[config.mk]
export PLATFORM = sky130hd
export DESIGN_NAME = cci_mpf_csr_event_counters
export DESIGN_NICKNAME = d
export VERILOG_FILES = /design/src/rtl/cci_mpf_csr_event_counters.sv
export SDC_FILE = /design/constraint.sdc
export NUM_CORES = 2
export LEC_CHECK = 0
export BUFFER_PORTS_ARGS = -buffer_cell sky130_fd_sc_hd__buf_2
export CAP_MARGIN = 20
export CORE_ASPECT_RATIO = 1.25
export CORE_UTILIZATION = 60
export CTS_BUF_LIST = sky130_fd_sc_hd__clkbuf_4 sky130_fd_sc_hd__clkbuf_8 sky130_fd_sc_hd__clkbuf_16
export CTS_CLUSTER_DIAMETER = 50
export DETAILED_ROUTE_END_ITERATION = 10
export GPL_TIMING_DRIVEN = 0
export HOLD_SLACK_MARGIN = 0.1
export PLACE_DENSITY = 0.77
export SYNTH_ARGS = -nofsm -noshare
export SYNTH_HDL_FRONTEND = slang
export SYNTH_SLANG_ARGS = --single-unit
[constraint.sdc]
create_clock -name clk -period 15.1 [get_ports clk]
set_input_delay 3.775 -clock clk [delete_from_list [all_inputs] [get_ports clk]]
set_output_delay 3.775 -clock clk [all_outputs]
set_load 0.005 [all_outputs]
[src/rtl/cci_mpf_csr_event_counters.sv]
// Event-counter bank for the MPF CSR manager: N increment lanes feed private
// counters, and an atomic snapshot/clear lets MMIO reads see a coherent set.
module cci_mpf_csr_event_counters #(
  parameter int N_EVENTS      = 7,
  parameter int INC_WIDTH     = 2,
  parameter int COUNTER_WIDTH = 48,
  parameter bit SATURATE      = 1'b0,
  localparam int IDX_W        = (N_EVENTS > 1) ? $clog2(N_EVENTS) : 1
) (
  input  logic                          clk,
  input  logic                          reset,
  input  logic [N_EVENTS*INC_WIDTH-1:0] events,
  input  logic                          enable,
  input  logic                          clear,
  input  logic                          snapshot,
  input  logic                          rd_req,
  input  logic [IDX_W-1:0]              rd_idx,
  output logic                          rd_rsp_valid,
  output logic [IDX_W-1:0]              rd_rsp_idx,
  output logic [63:0]                   rd_rsp_data,
  output logic [N_EVENTS-1:0]           ovf
);

  logic [N_EVENTS*INC_WIDTH-1:0] evt_q;
  logic                          en_q;
  logic [COUNTER_WIDTH-1:0]      cnt    [N_EVENTS];
  logic [COUNTER_WIDTH-1:0]      shadow [N_EVENTS];
  logic [COUNTER_WIDTH:0]        sum    [N_EVENTS];
  logic [63:0]                   rd_value;

  // One extra bit on every sum so the carry-out flags overflow directly.
  always_comb begin
    for (int i = 0; i < N_EVENTS; i++) begin
      sum[i] = {1'b0, cnt[i]} + (COUNTER_WIDTH+1)'(evt_q[i*INC_WIDTH +: INC_WIDTH]);
    end
  end

  // A read in the same cycle as a snapshot returns the value being captured.
  // Indices beyond the last lane match nothing and fall through to zero.
  always_comb begin
    // NOTE: default assignment first so no path leaves rd_value unassigned (no latch).
    rd_value = '0;
    for (int i = 0; i < N_EVENTS; i++) begin
      if (rd_idx == IDX_W'(i)) begin
        rd_value = snapshot ? 64'(cnt[i]) : 64'(shadow[i]);
      end
    end
  end

  always_ff @(posedge clk) begin
    if (reset) begin
      evt_q        <= '0;
      en_q         <= 1'b0;
      ovf          <= '0;
      rd_rsp_valid <= 1'b0;
      rd_rsp_idx   <= '0;
      rd_rsp_data  <= '0;
      // NOTE: counters and shadows are flop arrays rather than a RAM, so they can
      // and must be reset element by element; reads after reset must return 0.
      for (int i = 0; i < N_EVENTS; i++) begin
        cnt[i]    <= '0;
        shadow[i] <= '0;
      end
    end else begin
      // NOTE: non-blocking assignments, so shadow captures cnt as it was before
      // this cycle's clear or increment.
      evt_q <= events;
      en_q  <= enable;

      for (int i = 0; i < N_EVENTS; i++) begin
        if (snapshot) begin
          shadow[i] <= cnt[i];
        end

        if (clear) begin
          cnt[i] <= '0;
          ovf[i] <= 1'b0;
        end else if (en_q) begin
          if (sum[i][COUNTER_WIDTH]) begin
            ovf[i] <= 1'b1;
            cnt[i] <= SATURATE ? '1 : sum[i][COUNTER_WIDTH-1:0];
          end else begin
            cnt[i] <= sum[i][COUNTER_WIDTH-1:0];
          end
        end
      end

      rd_rsp_valid <= rd_req;
      if (rd_req) begin
        rd_rsp_idx  <= rd_idx;
        rd_rsp_data <= rd_value;
      end
    end
  end

endmodule
======== Word-level counts from Yosys, hierarchy flattened ========
Memory sizes are Yosys's and may differ from the RTL's.
Index checks and enable logic that the tools add are counted.
W data, S select, Z words.
operators by class
  add/sub/neg operators ................... 7
  $mul .................................... 0
  div/mod/pow operators ................... 0
  $lt $le $gt $ge ......................... 0
  equal/unequal tests ..................... 6
  shift operators ......................... 0
  multiplexer cells ....................... 120
  bitwise logic cells ..................... 28
  reduce and logical (&&, ||, !) cells .... 9
operator list
  operator              number
  $mux W48              36
  $mux W64              6
  $add A48 B2 Y49       7
  $mux W1               78
  $or A1 B1 Y1          28
  $reduce_and A2 Y1     7
  $eq A3 B3 Y1 const B  3
  $eq A3 B2 Y1 const B  2
  $eq A3 B1 Y1 const B  1
  $logic_not A3 Y1      1
  $reduce_or A2 Y1      1
word-level totals
  register bits ........................... 90
  bits in latches ......................... 0
  bits in writable memories ............... 672
  ROM bits ................................ 0
  input bits .............................. 23
  output and inout port bits .............. 75
  logic and storage cells ................. 184
  memories ................................ 2
memories
  memory  depth  width  read ports  clocked after memory_dff  wr ports  RTL line  RTL
  cnt     7      48     7           0                         7         26        logic [COUNTER_WIDTH-1:0] cnt [N_EVENTS];
  shadow  7      48     7           0                         7         27        logic [COUNTER_WIDTH-1:0] shadow [N_EVENTS];

======== Logic depth before layout (Yosys ltp) ========
An unclocked memory read counts as a cell.
  depth after elaboration ................. 9
  gate-level depth with buffers ........... 10
  depth with buffers taken out ............ 7

======== Least setup slack after synthesis ========
Ideal clock, no wire load.
  path kind ............................... in2reg
  from .................................... input snapshot
  to ...................................... memory shadow[0][0], enable pin
  library setup time ...................... 560 ps
  arrival ................................. 9080 ps
  data required time ...................... 14540 ps
  path slack .............................. 5460 ps
  stages .................................. 7
  buffers on the path ..................... 6
  path through ............................ buf_2 -> buf_4 -> buf_2 -> buf_2 -> buf_4 -> buf_2 -> or2_2
RTL lines
  item                RTL line  RTL
  start: declaration  15        input logic snapshot,
  end: declaration    27

==> summary.md <==
| Metric | Value |
|---|---|
| Status | `finished clean` |
| Leak pwr | `between 15 and 20 nW` |
| Sequential area share after synthesis | `0.552` |
| Die W | `about 230 um` |
| FF-to-FF End | `cnt[6][43]` |
| Worst Skew | `0.0295 ns` |
| DR iter-0 viols | `about 3.6k` |
| Via count | `30.0k` |
| CP Max Fanout | `64` |
| Unique masters post-synth | `approximately 60` |
| Clock Tree Root | `clkbuf_16` |
| Core Area | `between 60000 and 70000 um^2` |
| Number of port buffers | `77` |
| Fraction of power consumed by sequential logic | `0.496` |
| Largest net degree at the start of global routing | `65` |
| DR pass1 iterations | `6` |
| Slew Viols, Final | `0` |
| Clock transition at path regs | `approximately 0.060 ns` |
| CTS H-tree depth | `3` |
| First-pass GRT wire length | `179 mm` |
| CTS max path bufs | `3` |
| Clock share of power | `0.420` |
| Routed vias/inst | `roughly 6.5` |
| Vias in the first global route | `27.9k` |
| DP Cell Count | `4424` |
| # fillers | `4954` |
| Crit end category | `register` |
| Die H | `288 um` |
| WL final | `around 120 mm` |
| Power share of the combinational group | `0.084` |
| DP HPWL | `between 80 and 90 mm` |
| Non-filler instance count after layout | `about 4.6k` |
| Placer congestion estimate | `1.08` |
| All-layer global routing usage | `0.368` |
| TNS Setup | `0 ns` |
| Synth Instances | `about 3.5k` |
| Util after Layout | `0.682` |
| Async set-reset flop share out of synthesis | `0` |
| Final nets | `around 3.7k` |
| TritonCTS buffer count | `82` |
| Starting Density | `0.608` |
| Routed WL per cell | `26.8 um` |
| Sw frac | `0.251` |
| Worst reg2reg path depth | `6` |
| Setup Buffers After CTS | `0` |
| Post-CTS sizing | `0` |
| WHS | `0.454 ns` |
| Die ar. | `roughly 66000 um^2` |
| Worst setup startpoint | `snapshot` |
| Layout cell share with drive strength beyond 1 | `0.125` |
| Cell Area, Synth | `between 30000 and 40000 um^2` |
| ANT nets after route | `0` |
| Slew @ Worst Pin | `approximately 1.3 ns` |
| Final Cycle Share | `0.462` |
| Critical Path RT | `around 15 ns` |
| Post-synth EDFFs | `roughly 670` |
| Ys flop type | `edfxtp_1` |
| Max_slew headroom | `0.0862` |
| Num Clock Sinks | `between 700 and 800` |
| Area growth syn-to-layout | `12.2%` |
| Hold_buf cts | `0` |
| Final hold vios | `0` |
| P per Cell Area | `113 nW/um^2` |
| Antenna diodes | `0` |
| VDD IR max | `between 0.00008 and 0.00009 V` |
| Int Pwr | `roughly 3.7 mW` |
| # DRC | `0` |
| CP arrival | `between 7 and 8 ns` |
| RSZ-0062 raised after global routing | `no` |
| Switching pwr | `1.25 mW` |
| Fmax | `about 0.14 GHz` |
| Reg2reg start | `cnt[6][1]` |
| Tmin final | `about 7.0 ns` |
| R2R setup slack | `around 12 ns` |
| HP Class | `reg2reg` |
| Initial antenna violation count | `3` |
| FF+latch count, synth | `746` |
| Worst setup SP type | `primary input` |
| Max Cap Viol | `0` |
| Worst Setup EP | `shadow[6][10]` |
| Core Rows | `~100` |
| Critical path type | `in2reg` |
| Syn. warnings | `0` |
| Final setup viols | `0` |
| Final global-route overflow total | `0` |
| Clk Latency, worst-skew pair | `about 0.66 ns` |
| Ports | `slightly below 100` |
| TritonCTS clock tree | `yes` |
| Syn avg cell area | `about 11 um^2` |
-- cell type report --
cell class | instances | area [um^2] | area share
clock buffers | 115 | 2440 | 0.0555
inverters | 38 | 143 | 0.00324
multi-input cells | 2442 | 16500 | 0.374
clock inverters | 39 | 365 | 0.00830
plain buffers | 244 | 1040 | 0.0237
well taps | 848 | 1060 | 0.0241
repair buffers | 107 | 823 | 0.0187
flip-flops and latches | 746 | 21700 | 0.492
-- cell usage after synthesis (all sizes together), types with 4 or more instances --
cell type  number  share of area
a2111oi        20         0.0045
a211oi         23         0.0044
a21o           11         0.0021
a21oi         186          0.024
a221o          20         0.0051
a31oi          31         0.0049
and2          298          0.047
and3           51         0.0081
and4           34         0.0076
buf            68         0.0097
clkbuf        176          0.017
dfxtp          74          0.038
edfxtp        672           0.51
fa              7         0.0036
ha             14         0.0045
inv            38         0.0036
mux2          102          0.029
mux2i         156          0.040
mux4           40          0.023
nand2         141          0.013
nand2b          7         0.0011
nand3         121          0.015
nand4         113          0.018
nor2          288          0.028
nor2b         105          0.017
nor3           53         0.0069
nor3b           4        0.00077
nor4           28         0.0054
o21a            7         0.0013
o21ai         126          0.016
o22ai          54         0.0086
o31ai          43         0.0082
or2             4        0.00064
or3            81          0.013
or4            42         0.0080
xnor2          61          0.014
xor2          139          0.031
-- sequential cells by signal (all words and copies together), names as in the netlist --
signal,flops
cnt,336
rd_rsp_idx,3
shadow,336
rd_rsp_valid,1
rd_rsp_data,48
evt_q,14
ovf,7
en_q,1
-- critical path, cell delays in order --
cell and delay [ns]:
buf_2 0.18, buf_4 0.30, buf_2 0.42, buf_2 0.47, buf_4 0.31, buf_2 0.34, or2_4 0.40, buf_16 0.33
buf_16 0.32, buf_16 0.35
-- power by group through the flow --
stage	logic, mW	clock network (mW)	registers (mW)
after floorplan	0.238	0	2.47
after global placement	0.385	0	2.51
after detailed placement	0.404	0	2.50
after CTS	0.407	2.09	2.46
after global routing	0.434	2.16	2.47
final	0.418	2.09	2.46
-- cell usage in the layout (no fill, tap or decap), drive strengths merged, types with 11 or more instances in the layout --
master,count
buf,172
nor2b,105
clkinv,21
and4,34
a221o,20
nor4,28
o21ai,126
nand3,121
and3,51
and2,298
mux2i,156
or3,81
nand2,141
edfxtp,672
mux2,102
dfxtp,74
a31oi,31
mux4,40
or4,42
nor3,53
clkbuf,291
nor2,288
a2111oi,20
a21oi,186
o22ai,54
a21o,11
xor2,139
xnor2,61
ha,14
a211oi,23
conb,16
inv,49
o31ai,43
nand4,113
-- worst min-delay path by stage --
stage	from	end	slack [ns]	cells after the start
6_report	ovf[4]	ovf[4]	0.45	1
5_1_grt	ovf[4]	ovf[4]	0.48	1
4_1_cts	ovf[4]	ovf[4]	0.46	1
3_5_place_dp	ovf[4]	ovf[4]	0.44	1
3_3_place_gp	ovf[4]	ovf[4]	0.43	1
2_1_floorplan	ovf[3]	ovf[3]	0.45	2
-- metal layers --
layer,wire length [um],GRT usage,part of all wire,vias to the layer above
li1,-,-,-,13300
met1,45600,0.477,0.37,14700
met2,56700,0.576,0.46,1628
met3,11700,0.0687,0.096,328
met4,8500,0.226,0.069,4
met5,26,0,0.00021,-
-- cell families after synthesis --
logic type               count (synthesis)  share of synthesized area
flip-flops                             746                      0.552
other                                    1                  0.0000955
adder cells (fa/ha/maj)                 21                    0.00803
multiplexers                           298                     0.0921
buffers and inverters                  282                     0.0302
AND/OR/NAND/NOR                       1380                      0.193
AO/OA/AOI/OAI                          527                     0.0803
XOR/XNOR                               200                     0.0446
-- stage by stage --
step	worst slack, ns	cell area (um^2)	power [mW]
finish	8.12	44000	4.97
global route	8.00	44000	5.07
CTS	8.18	44000	4.95
detailed placement	7.52	41200	2.90
global placement	2.60	40800	2.89
floorplan	5.46	39300	2.71
No activity file was read; power rests on OpenSTA's default activity.
